===== config.mk =====
export PLATFORM = sky130hd
export DESIGN_NAME = seq_lut_loader
export DESIGN_NICKNAME = d
export VERILOG_FILES = /design/src/rtl/seq_lut_loader_pkg.sv /design/src/rtl/seq_lut_loader_packer.sv /design/src/rtl/seq_lut_loader.sv
export SDC_FILE = /design/constraint.sdc
export NUM_CORES = 1
export LEC_CHECK = 0
export ABC_CLOCK_PERIOD_IN_PS = 2540
export CELL_PAD_IN_SITES_DETAIL_PLACEMENT = 1
export CELL_PAD_IN_SITES_GLOBAL_PLACEMENT = 1
export CORE_UTILIZATION = 42
export CTS_BUF_LIST = sky130_fd_sc_hd__clkbuf_4
export CTS_CLUSTER_DIAMETER = 120
export DETAILED_ROUTE_END_ITERATION = 7
export PLACE_DENSITY = 0.83
export SLEW_MARGIN = 20
export SYNTH_ARGS = -nofsm -noshare
export SYNTH_HDL_FRONTEND = slang
export SYNTH_SLANG_ARGS = --single-unit

===== constraint.sdc =====
create_clock -name clk -period 2.54 [get_ports clk]
set_input_delay 0.508 -clock clk [delete_from_list [all_inputs] [get_ports clk]]
set_output_delay 0.508 -clock clk [all_outputs]
set_load 0.05 [all_outputs]

===== src/rtl/seq_lut_loader_pkg.sv =====
// -----------------------------------------------------------------------------
// seq_lut_loader_pkg
// Shared definitions for the sequencer command LUT and its upstream loader:
// LUT geometry, entry field layout, checksum width and the loader FSM states.
// Also imported by sequencer_fsm, so field positions here define the LUT format.
// -----------------------------------------------------------------------------
package seq_lut_loader_pkg;

  // LUT geometry (matches sequencer lut_write_data / address widths)
  localparam int LUT_ENTRY_W    = 29;
  localparam int LUT_ADDR_W     = 8;
  localparam int LUT_REWIND_CYC = 2;

  // Both checksums are plain 32-bit modular sums of zero-extended entries
  localparam int SUM_W = 32;

  // Entry field layout, MSB first:
  //   sof[28] eof[27] len[26:11] repeat[10:3] state[2:0]
  typedef struct packed {
    logic        sof;
    logic        eof;
    logic [15:0] len;
    logic [7:0]  rpt;
    logic [2:0]  state;
  } lut_entry_t;

  typedef enum logic [2:0] {
    ST_IDLE    = 3'd0,
    ST_COLLECT = 3'd1,
    ST_WRITE   = 3'd2,
    ST_REWIND  = 3'd3,
    ST_VERIFY  = 3'd4,
    ST_CHECK   = 3'd5,
    ST_RELEASE = 3'd6
  } loader_state_t;

endpackage


===== src/rtl/seq_lut_loader_packer.sv =====
// -----------------------------------------------------------------------------
// seq_lut_loader_packer
// Packs four little-endian host bytes into one LUT entry. The first three bytes
// are held in a 24-bit register; the fourth is taken straight from the input so
// the complete entry is available in the same cycle the last byte is accepted.
// Bits above ENTRY_W-1 are dropped. flush_i discards any partial entry.
//
// Ports
//   clk            clock
//   reset_n_i      asynchronous active-low reset
//   flush_i        drop partial entry, restart at byte 0 (wins over byte_valid_i)
//   byte_valid_i   byte_i accepted this cycle
//   byte_i         host byte
//   entry_valid_o  fourth byte accepted this cycle; entry_o is complete
//   entry_o        packed entry (valid with entry_valid_o)
// -----------------------------------------------------------------------------
module seq_lut_loader_packer
  import seq_lut_loader_pkg::*;
#(
  parameter int ENTRY_W = LUT_ENTRY_W
) (
  input  logic               clk,
  input  logic               reset_n_i,
  input  logic               flush_i,
  input  logic               byte_valid_i,
  input  logic [7:0]         byte_i,
  output logic               entry_valid_o,
  output logic [ENTRY_W-1:0] entry_o
);

  logic [1:0]  cnt_q, cnt_d;
  logic [23:0] word_q, word_d;

  // NOTE: every signal written here gets its default first, so no path can
  // leave it unassigned and infer a latch.
  always_comb begin
    cnt_d  = cnt_q;
    word_d = word_q;
    if (flush_i) begin
      cnt_d = 2'd0;
    end else if (byte_valid_i) begin
      cnt_d = cnt_q + 2'd1;  // wraps 3 -> 0 after the entry completes
      case (cnt_q)
        2'd0:    word_d[7:0]   = byte_i;
        2'd1:    word_d[15:8]  = byte_i;
        2'd2:    word_d[23:16] = byte_i;
        default: ;  // fourth byte bypasses the register
      endcase
    end
  end

  // NOTE: state registers use non-blocking assignments only, so every flop
  // samples the pre-edge value of every other flop.
  always_ff @(posedge clk or negedge reset_n_i) begin
    if (!reset_n_i) begin
      cnt_q  <= 2'd0;
      word_q <= '0;
    end else begin
      cnt_q  <= cnt_d;
      word_q <= word_d;
    end
  end

  assign entry_valid_o = byte_valid_i && !flush_i && (cnt_q == 2'd3);
  // Truncating cast drops bits [31:ENTRY_W] of the host word
  assign entry_o       = ENTRY_W'({byte_i, word_q});

endmodule


===== src/rtl/seq_lut_loader.sv =====
// -----------------------------------------------------------------------------
// seq_lut_loader
// Loads the sequencer command LUT from a host byte stream, then rewinds the
// sequencer address and reads every entry back, comparing a 32-bit sum of what
// was written with a sum of what is read. The sequencer is held in reset until
// a load verifies; failed or aborted loads leave it in reset.
//
// Ports
//   clk               clock, all logic on posedge
//   reset_n_i         asynchronous active-low reset
//   start_i           begin a load (IDLE only)
//   abort_i           abandon the load, back to IDLE, sequencer stays in reset
//   entry_count_i     entries to load, 0..2**ADDR_W, latched on start_i
//   s_data_i          host byte, little-endian within an entry
//   s_valid_i         host byte valid
//   s_ready_o         byte accepted when s_valid_i & s_ready_o
//   seq_reset_o       sequencer reset (active high)
//   lut_wen_o         write strobe; sequencer post-increments its address
//   lut_write_data_o  entry to write, valid with lut_wen_o
//   lut_rden_o        read strobe; sequencer post-increments its address
//   lut_read_data_i   LUT data at the current sequencer address
//   busy_o            FSM not in IDLE
//   done_o            one-cycle pulse at the end of each load
//   error_o           sticky checksum mismatch, cleared by the next load start
//   entries_done_o    entries written in the current/last load
// -----------------------------------------------------------------------------
module seq_lut_loader
  import seq_lut_loader_pkg::*;
#(
  parameter int ENTRY_W    = LUT_ENTRY_W,   // must not exceed 32
  parameter int ADDR_W     = LUT_ADDR_W,
  parameter int REWIND_CYC = LUT_REWIND_CYC // >= 1
) (
  input  logic               clk,
  input  logic               reset_n_i,
  input  logic               start_i,
  input  logic               abort_i,
  input  logic [ADDR_W:0]    entry_count_i,
  input  logic [7:0]         s_data_i,
  input  logic               s_valid_i,
  output logic               s_ready_o,
  output logic               seq_reset_o,
  output logic               lut_wen_o,
  output logic [ENTRY_W-1:0] lut_write_data_o,
  output logic               lut_rden_o,
  input  logic [ENTRY_W-1:0] lut_read_data_i,
  output logic               busy_o,
  output logic               done_o,
  output logic               error_o,
  output logic [ADDR_W:0]    entries_done_o
);

  localparam int CNT_W = ADDR_W + 1;
  localparam int RW_W  = (REWIND_CYC > 1) ? $clog2(REWIND_CYC) : 1;
  localparam logic [RW_W-1:0] RW_LAST = RW_W'(REWIND_CYC - 1);

  loader_state_t      state_q, state_d;
  logic [CNT_W-1:0]   count_q, count_d;
  logic [CNT_W-1:0]   entries_q, entries_d;
  logic [CNT_W-1:0]   verify_q, verify_d;
  logic [RW_W-1:0]    rewind_q, rewind_d;
  logic [SUM_W-1:0]   wr_sum_q, wr_sum_d;
  logic [SUM_W-1:0]   rd_sum_q, rd_sum_d;
  logic [ENTRY_W-1:0] wdata_q, wdata_d;
  logic               seq_reset_q, seq_reset_d;
  logic               error_q, error_d;
  logic               done_q, done_d;

  logic               flush;
  logic               byte_accept;
  logic               entry_valid;
  logic [ENTRY_W-1:0] entry;

  assign byte_accept = s_valid_i && s_ready_o;

  seq_lut_loader_packer #(
    .ENTRY_W (ENTRY_W)
  ) u_packer (
    .clk           (clk),
    .reset_n_i     (reset_n_i),
    .flush_i       (flush),
    .byte_valid_i  (byte_accept),
    .byte_i        (s_data_i),
    .entry_valid_o (entry_valid),
    .entry_o       (entry)
  );

  always_comb begin
    state_d     = state_q;
    count_d     = count_q;
    entries_d   = entries_q;
    verify_d    = verify_q;
    rewind_d    = rewind_q;
    wr_sum_d    = wr_sum_q;
    rd_sum_d    = rd_sum_q;
    wdata_d     = wdata_q;
    seq_reset_d = seq_reset_q;
    error_d     = error_q;
    done_d      = 1'b0;
    flush       = 1'b0;

    case (state_q)
      ST_IDLE: begin
        if (start_i) begin
          count_d   = entry_count_i;
          entries_d = '0;
          if (entry_count_i == '0) begin
            // Empty load: one pass through CHECK so done_o and busy_o each
            // show for exactly one cycle; seq_reset_o and error_o untouched.
            done_d  = 1'b1;
            state_d = ST_CHECK;
          end else begin
            seq_reset_d = 1'b1;
            error_d     = 1'b0;
            wr_sum_d    = '0;
            rd_sum_d    = '0;
            verify_d    = '0;
            flush       = 1'b1;
            state_d     = ST_COLLECT;
          end
        end
      end

      ST_COLLECT: begin
        if (entry_valid) begin
          wdata_d = entry;
          state_d = ST_WRITE;
        end
      end

      ST_WRITE: begin
        wr_sum_d  = wr_sum_q + SUM_W'(wdata_q);
        entries_d = entries_q + CNT_W'(1);
        if (entries_d == count_q) begin
          rewind_d = '0;
          state_d  = ST_REWIND;
        end else begin
          state_d  = ST_COLLECT;
        end
      end

      ST_REWIND: begin
        // Sequencer address returns to 0 while seq_reset_o stays high
        seq_reset_d = 1'b1;
        if (rewind_q == RW_LAST) begin
          verify_d = '0;
          state_d  = ST_VERIFY;
        end else begin
          rewind_d = rewind_q + RW_W'(1);
        end
      end

      ST_VERIFY: begin
        // Read data belongs to the address before this strobe's increment
        rd_sum_d = rd_sum_q + SUM_W'(lut_read_data_i);
        verify_d = verify_q + CNT_W'(1);
        if (verify_d == count_q) begin
          state_d = ST_CHECK;
        end
      end

      ST_CHECK: begin
        if (count_q == '0) begin
          state_d = ST_IDLE;
        end else begin
          error_d = (rd_sum_q != wr_sum_q);
          done_d  = 1'b1;
          state_d = (rd_sum_q == wr_sum_q) ? ST_RELEASE : ST_IDLE;
        end
      end

      ST_RELEASE: begin
        seq_reset_d = 1'b0;
        state_d     = ST_IDLE;
      end

      default: state_d = ST_IDLE;
    endcase

    // Abort overrides every transition; error_o keeps its value
    if (abort_i && (state_q != ST_IDLE)) begin
      state_d     = ST_IDLE;
      seq_reset_d = 1'b1;
      error_d     = error_q;
      done_d      = 1'b0;
      flush       = 1'b1;
    end
  end

  always_ff @(posedge clk or negedge reset_n_i) begin
    if (!reset_n_i) begin
      state_q     <= ST_IDLE;
      count_q     <= '0;
      entries_q   <= '0;
      verify_q    <= '0;
      rewind_q    <= '0;
      wr_sum_q    <= '0;
      rd_sum_q    <= '0;
      wdata_q     <= '0;
      seq_reset_q <= 1'b1;
      error_q     <= 1'b0;
      done_q      <= 1'b0;
    end else begin
      state_q     <= state_d;
      count_q     <= count_d;
      entries_q   <= entries_d;
      verify_q    <= verify_d;
      rewind_q    <= rewind_d;
      wr_sum_q    <= wr_sum_d;
      rd_sum_q    <= rd_sum_d;
      wdata_q     <= wdata_d;
      seq_reset_q <= seq_reset_d;
      error_q     <= error_d;
      done_q      <= done_d;
    end
  end

  // Strobes decode directly from state, so they can never overlap
  assign s_ready_o        = (state_q == ST_COLLECT);
  assign lut_wen_o        = (state_q == ST_WRITE);
  assign lut_rden_o       = (state_q == ST_VERIFY);
  assign busy_o           = (state_q != ST_IDLE);
  assign lut_write_data_o = wdata_q;
  assign seq_reset_o      = seq_reset_q;
  assign done_o           = done_q;
  assign error_o          = error_q;
  assign entries_done_o   = entries_q;

endmodule


==> results.sh, run 1 <==
export IMPL_rrSetupSlack_ns=-0.10
export IMPL_synth_edf_count=0
export IMPL_synth_simple_area_share=0.161
export IMPL_synth_distinct_cells=77
export IMPL_antenna_found_initial=1
export IMPL_crit_arrival_ns=3.14
export IMPL_run_status="complete, but fails checks"
export IMPL_numClockSinks=153
export IMPL_worstSetupPathType="flop to flop"
export IMPL_layout_cells_non_filler=1721
export IMPL_synth_compound_area_frac=0.208
export IMPL_drtIter0Drc=586
export IMPL_stdcell_area_sq_um=13800
export IMPL_grtUsageTotal=0.296
export IMPL_avgSynthCellArea_sq_um=9.16
export IMPL_synthCells=1117
export IMPL_power_leakage_nw=6.65
export IMPL_rows=56
export IMPL_first_pass_iters=4
export IMPL_yosysSeqAreaShare=0.374
export IMPL_hold_ws_ns=0.456
export IMPL_drive_gt1_frac=0.283
export IMPL_drtAntennaViolNets=0
export IMPL_num_vias=10100
export IMPL_dpl_cell_area_sq_um=12800
export IMPL_worstReg2RegEnd="wr_sum_q[24]$_DFFE_PN0P_"
export IMPL_drc=0
export IMPL_synth_xor_area_frac=0.0761
export IMPL_setup_slack_ns=-0.103
export IMPL_yosysWarnings=0
export IMPL_power_total_mw=11.2
export IMPL_viasPerCell=5.89
export IMPL_most_common_layout_cells="buf_4 (189), nand2_1 (145), dfrtp_1 (137)"
export IMPL_grt_max_degree=58
export IMPL_clk_path_buf_depth=2
export IMPL_slew_headroom=0.596
export IMPL_cts_tree="done"
export IMPL_violations="negative setup slack"
export IMPL_numCtsBuffers=17
export IMPL_crit_path_max_fanout=2
export IMPL_slew_violations=0
export IMPL_setup_viol=10
export IMPL_synthArstFlopShare=1.00
export IMPL_placement_io_buffers=95
export IMPL_cts_root_buf="clkbuf_4"
export IMPL_synth_area_mux_share=0.0672
export IMPL_io_pins=96
export IMPL_coreArea_sq_um=23700
export IMPL_dp_hpwl_mm=27.0
export IMPL_overflow=0
export IMPL_initial_core_util=0.432
export IMPL_dp_cells=1658
export IMPL_worstRegToRegCells=10
export IMPL_fin_skew_ns=0.0195
export IMPL_area_delta_synth_final_pct=34.7
export IMPL_synth_area_sq_um=10200
export IMPL_synth_top_family_by_area="compound AO/OA/AOI/OAI gates"
export IMPL_hold_class="input port to asynchronous set/reset pin"
export IMPL_first_global_vias=10600
export IMPL_clk_pin_slew_ns=0.15
export IMPL_grt_pass1_wl_mm=56.7
export IMPL_htreeDepth=4
export IMPL_clk_latency_ns=0.58
export IMPL_start_kind="flop"
export IMPL_finalHoldViolations=0
export IMPL_powerDensity_nw_per_um2=815
export IMPL_max_freq_mhz=378
export IMPL_die_y_microns=158
export IMPL_tightest_slew_ns=0.606
export IMPL_gp_congestion=0.944
export IMPL_vdd_drop_max_mv=0.367
export IMPL_cp_end_kind="flop"
export IMPL_layout_commonest_cell="buf_4"
export IMPL_rsz0062_at_grt="yes"
export IMPL_timing_rr_start="lut_write_data_o[0]$_DFFE_PN0P_"
export IMPL_wl_per_cell_microns=22.1
export IMPL_routed_wl_mm=38.0
export IMPL_ys_flop_type="dfrtp_1"
export IMPL_required_ns=3.04
export IMPL_period_needed_ns=2.64
export IMPL_nets=1505
export IMPL_ys_ff_latch=153
export IMPL_die_area_sq_um=25000
export IMPL_dieWidth_microns=158
export IMPL_cap_violations=0
export IMPL_nFillCells=2731
export IMPL_syn_num_nets=1234
export IMPL_synth_adder_area_share=0.0822
export IMPL_fin_tns_setup_ns=-0.428
export IMPL_fin_crit_sh=1.04
-- cells by family (layout without fill, tap and decap cells) --
logic type | Yosys count | count (layout)
simple gates | 343 | 343
compound gates | 333 | 333
flops | 153 | 153
xor+xnor | 88 | 88
buf+inv | 72 | 356
fa+ha+maj | 66 | 66
mux | 62 | 62
other cells | 0 | 1
-- report_power, final --
| group | switching, mW | internal [mW] |
|---|---|---|
| registers | 0.561 | 2.90 |
| logic | 3.52 | 2.74 |
| clock network | 1.01 | 0.502 |
-- final cells by class --
class	instances	area [sq um]	area share
Antenna cell	1	2.50	0.000182
Clock buffer	17	128	0.00926
Clock inverter	15	141	0.0103
Inverter	33	124	0.00899
Multi-Input combinational cell	892	6640	0.482
Sequential cell	153	3850	0.279
Tap cell	319	399	0.0290
Timing Repair Buffer	291	2500	0.181
-- routing by layer --
layer | GRT usage | up-vias | share of wire
met5 | 0 | - | 0
met4 | 0.0852 | 0 | 0.025
met3 | 0.0364 | 74 | 0.051
met2 | 0.508 | 308 | 0.49
met1 | 0.390 | 5130 | 0.43
li1 | - | 4617 | -
-- synthesized netlist by cell type, types with 13 or more instances --
master      n  area [sq um]
xor2_1     55           482
nor3_1     13          65.1
inv_1      30           113
o21a_1     13          97.6
a21o_1     34           255
nand4_1    14          87.6
nand3_1    25           125
o21ai_0    96           480
a211oi_1   15           113
ha_1       64           801
nor2_1     60           225
clkbuf_1   31           116
nand2_1   145           544
a21oi_1    62           310
o21bai_1   15           113
xnor2_1    32           280
and3_1     13          81.3
dfrtp_1   152          3800
mux2_2     53           597
-- through the flow --
| step | setup WS, ns | utilization |
|---|---|---|
| global route | -0.169 | 0.582 |
| finish | -0.103 | 0.582 |
| detailed placement | -0.744 | 0.541 |
| floorplan | -0.0571 | - |
| CTS | -0.130 | 0.566 |
| global placement | -0.635 | 0.541 |
-- registers in the layout, summed over array words and instances (netlist names) --
name              cells
rd_sum_q             32
error_o               1
done_o                1
lut_write_data_o     29
rewind_q              1
entries_done_o        9
u_packer.cnt_q        2
wr_sum_q             32
u_packer.word_q      24
seq_reset_o           1
state_q               3
count_q               9
verify_q              9
-- worst max path at each step --
stage | end | cells after the start | start
after floorplan | wr_sum_q[24]$_DFFE_PN0P_ | 10 | lut_write_data_o[0]$_DFFE_PN0P_
after global placement | rd_sum_q[28]$_DFFE_PN0P_ | 11 | lut_read_data_i[0]
after detailed placement | rd_sum_q[30]$_DFFE_PN0P_ | 10 | lut_read_data_i[6]
after CTS | wr_sum_q[24]$_DFFE_PN0P_ | 10 | lut_write_data_o[0]$_DFFE_PN0P_
after global routing | rd_sum_q[20]$_DFFE_PN0P_ | 11 | rd_sum_q[0]$_DFFE_PN0P_
final | wr_sum_q[24]$_DFFE_PN0P_ | 10 | lut_write_data_o[0]$_DFFE_PN0P_
-- critical path, cell delays in order (launching register included) --
cell and delay [ns]:
dfrtp_2 0.48, ha_4 0.20, fa_2 0.38, a211oi_4 0.26
o21ai_2 0.10, a211oi_2 0.28, nor3_1 0.10, o211ai_1 0.27
a21boi_1 0.13, o21a_1 0.19, o31ai_2 0.17
-- timing repair --
item,4_1_cts,5_1_grt
endpoints found under the hold margin,52,0
endpoints found under the setup margin,25,42
pin swaps,36,53
hold buffers,1,0
resized for setup,43,68
buffers inserted,16,14
Power figures use the tool's default switching activity.
==> inputs of run 2 (changes only) <==
--- a/config.mk
+++ b/config.mk
@@ -12,7 +12,7 @@
 export CTS_BUF_LIST = sky130_fd_sc_hd__clkbuf_4
 export CTS_CLUSTER_DIAMETER = 120
 export DETAILED_ROUTE_END_ITERATION = 7
-export PLACE_DENSITY = 0.83
+export PLACE_DENSITY_LB_ADDON = 0.05
 export SLEW_MARGIN = 20
 export SYNTH_ARGS = -nofsm -noshare
 export SYNTH_HDL_FRONTEND = slang
==> results.sh, run 2 (synthesis results as in run 1) <==
export IMPL_viasPerCell=5.66
export IMPL_io_pins=96
export IMPL_pre_cts_slack_ns=-0.696
export IMPL_rsz0062_at_grt="yes"
export IMPL_vdd_drop_max_mv=0.529
export IMPL_slew_headroom=0.563
export IMPL_drive_gt1_frac=0.279
export IMPL_grt_max_degree=55
export IMPL_violations="negative setup slack"
export IMPL_cp_cell_sequence="ha_4 -> fa_2 -> a211oi_4 -> o21ai_2 -> a211oi_2 -> nor3_2 -> o211ai_1 -> a21boi_2 -> o21a_1 -> o31ai_1"
export IMPL_period_needed_ns=2.69
export IMPL_run_status="complete, but fails checks"
export IMPL_routed_wl_mm=35.2
export IMPL_required_ns=3.04
export IMPL_grt_pass1_wl_mm=54.6
export IMPL_antenna_found_initial=2
export IMPL_powerDensity_nw_per_um2=804
export IMPL_coreArea_sq_um=23700
export IMPL_layout_commonest_cell="buf_4"
export IMPL_num_vias=9743
export IMPL_drtIter0Drc=426
export IMPL_overflow=0
export IMPL_nets=1504
export IMPL_slew_violations=0
export IMPL_placement_io_buffers=95
export IMPL_start_kind="flop"
export IMPL_first_pass_iters=5
export IMPL_drtAntennaViolNets=0
export IMPL_setup_slack_ns=-0.149
export IMPL_htreeDepth=4
export IMPL_nFillCells=2779
export IMPL_max_freq_mhz=372
export IMPL_worst_path_largest_cell_delay_ns=0.48
export IMPL_grtUsageTotal=0.288
export IMPL_cp_end_kind="flop"
export IMPL_hold_ws_ns=0.417
export IMPL_cts_tree="done"
export IMPL_crit_arrival_ns=3.19
export IMPL_first_global_vias=9914
export IMPL_crit_path_max_fanout=2
export IMPL_area_delta_synth_final_pct=35.7
export IMPL_worstSetupPathType="flop to flop"
export IMPL_initial_core_util=0.432
export IMPL_finalHoldViolations=0
export IMPL_die_y_microns=158
export IMPL_clk_path_buf_depth=2
export IMPL_wl_per_cell_microns=20.4
export IMPL_setup_viol=10
export IMPL_tightest_slew_ns=0.647
export IMPL_dp_hpwl_mm=26.2
export IMPL_cap_violations=0
export IMPL_numCtsBuffers=17
export IMPL_cts_root_buf="clkbuf_4"
export IMPL_fin_skew_ns=0.0367
export IMPL_cpMaxStageDelayCell="dfrtp_2"
export IMPL_most_common_layout_cells="buf_4 (182), nand2_1 (144), dfrtp_1 (140)"
export IMPL_die_area_sq_um=25000
export IMPL_dieWidth_microns=158
export IMPL_drc=0
export IMPL_gp_congestion=0.869
export IMPL_clk_pin_slew_ns=0.16
export IMPL_power_leakage_nw=6.70
export IMPL_hold_class="input port to asynchronous set/reset pin"
export IMPL_rows=56
export IMPL_numClockSinks=153
export IMPL_fin_crit_sh=1.06
export IMPL_clk_latency_ns=0.61
==> run 2: cell types whose count changed in the layout (fill, tap and decap cells not counted), moves of 3 or more <==
cell,change
buf_4,-7
buf_12,+4
clkinv_4,-4
o21ai_2,-4
dfrtp_1,+3
dfrtp_2,-3
o21ai_4,+3
==> run 2: final cells by class <==
type | count | area (sq um) | area share
antenna | 3 | 7.51 | 0.000541
clock buffer | 17 | 128 | 0.00919
clock inverter | 15 | 175 | 0.0126
inverter | 33 | 126 | 0.00910
multi-input combinational | 892 | 6650 | 0.479
sequential | 153 | 3840 | 0.277
tap | 319 | 399 | 0.0288
timing repair buffer | 290 | 2560 | 0.184
==> run 2: where the power goes <==
part / leakage (nW) / switching (mW) / internal [mW] / total [mW]
clock network: 0.155 / 1.06 / 0.619 / 1.68
registers: 2.07 / 0.539 / 2.90 / 3.44
logic: 4.47 / 3.35 / 2.69 / 6.04
==> run 2: per-layer routing <==
| metal | track usage | wire length, microns | up-vias |
|---|---|---|---|
| li1 | - | - | 4610 |
| met1 | 0.416 | 17000 | 4901 |
| met2 | 0.461 | 16300 | 191 |
| met3 | 0.0285 | 1230 | 41 |
| met4 | 0.0742 | 591 | 0 |
| met5 | 0 | 0 | - |
==> run 2: timing repair <==
item                                    CTS  global route
hold buffers                              1             0
setup buffers                            11            19
resized for setup                        45            66
pin swaps                                32            55
hold endpoints to repair                 42             0
endpoints found under the setup margin   23            43
==> run 2: final timing paths <==
check	cells past startpoint	slack (ns)	start	endpoint
worst max-delay path	10	-0.15	lut_write_data_o[0]$_DFFE_PN0P_	wr_sum_q[24]$_DFFE_PN0P_
min in group clk	3	0.46	entry_count_i[8]	count_q[8]$_DFFE_PN0P_
max in group asynchronous	3	1.43	reset_n_i	seq_reset_o$_DFFE_PN1P_
worst min register to register	1	0.52	verify_q[8]$_DFFE_PN0P_	verify_q[8]$_DFFE_PN0P_
worst min-delay path	2	0.42	reset_n_i	verify_q[1]$_DFFE_PN0P_
worst max register to register	10	-0.15	lut_write_data_o[0]$_DFFE_PN0P_	wr_sum_q[24]$_DFFE_PN0P_
==> run 2: per-stage QoR <==
step	instance area [sq um]	instances	TNS (ns)	util	total power, mW
after floorplan	10400	1117	-0.0571	-	6.57
after global routing	13900	1722	-3.11	0.586	11.9
final	13900	1722	-0.714	0.586	11.2
after detailed placement	12900	1660	-13.30	0.544	9.08
after global placement	12900	1660	-12.11	0.544	8.89
after CTS	13500	1703	-0.377	0.569	10.9
==> run 2: critical path, delay by kind of cell, from the launching register on <==
family,cells,cell delay [ns]
and+or+nand+nor,1,0.10
AOI/OAI and AO/OA,7,1.46
DFF,1,0.48
adders and majority gates,2,0.55
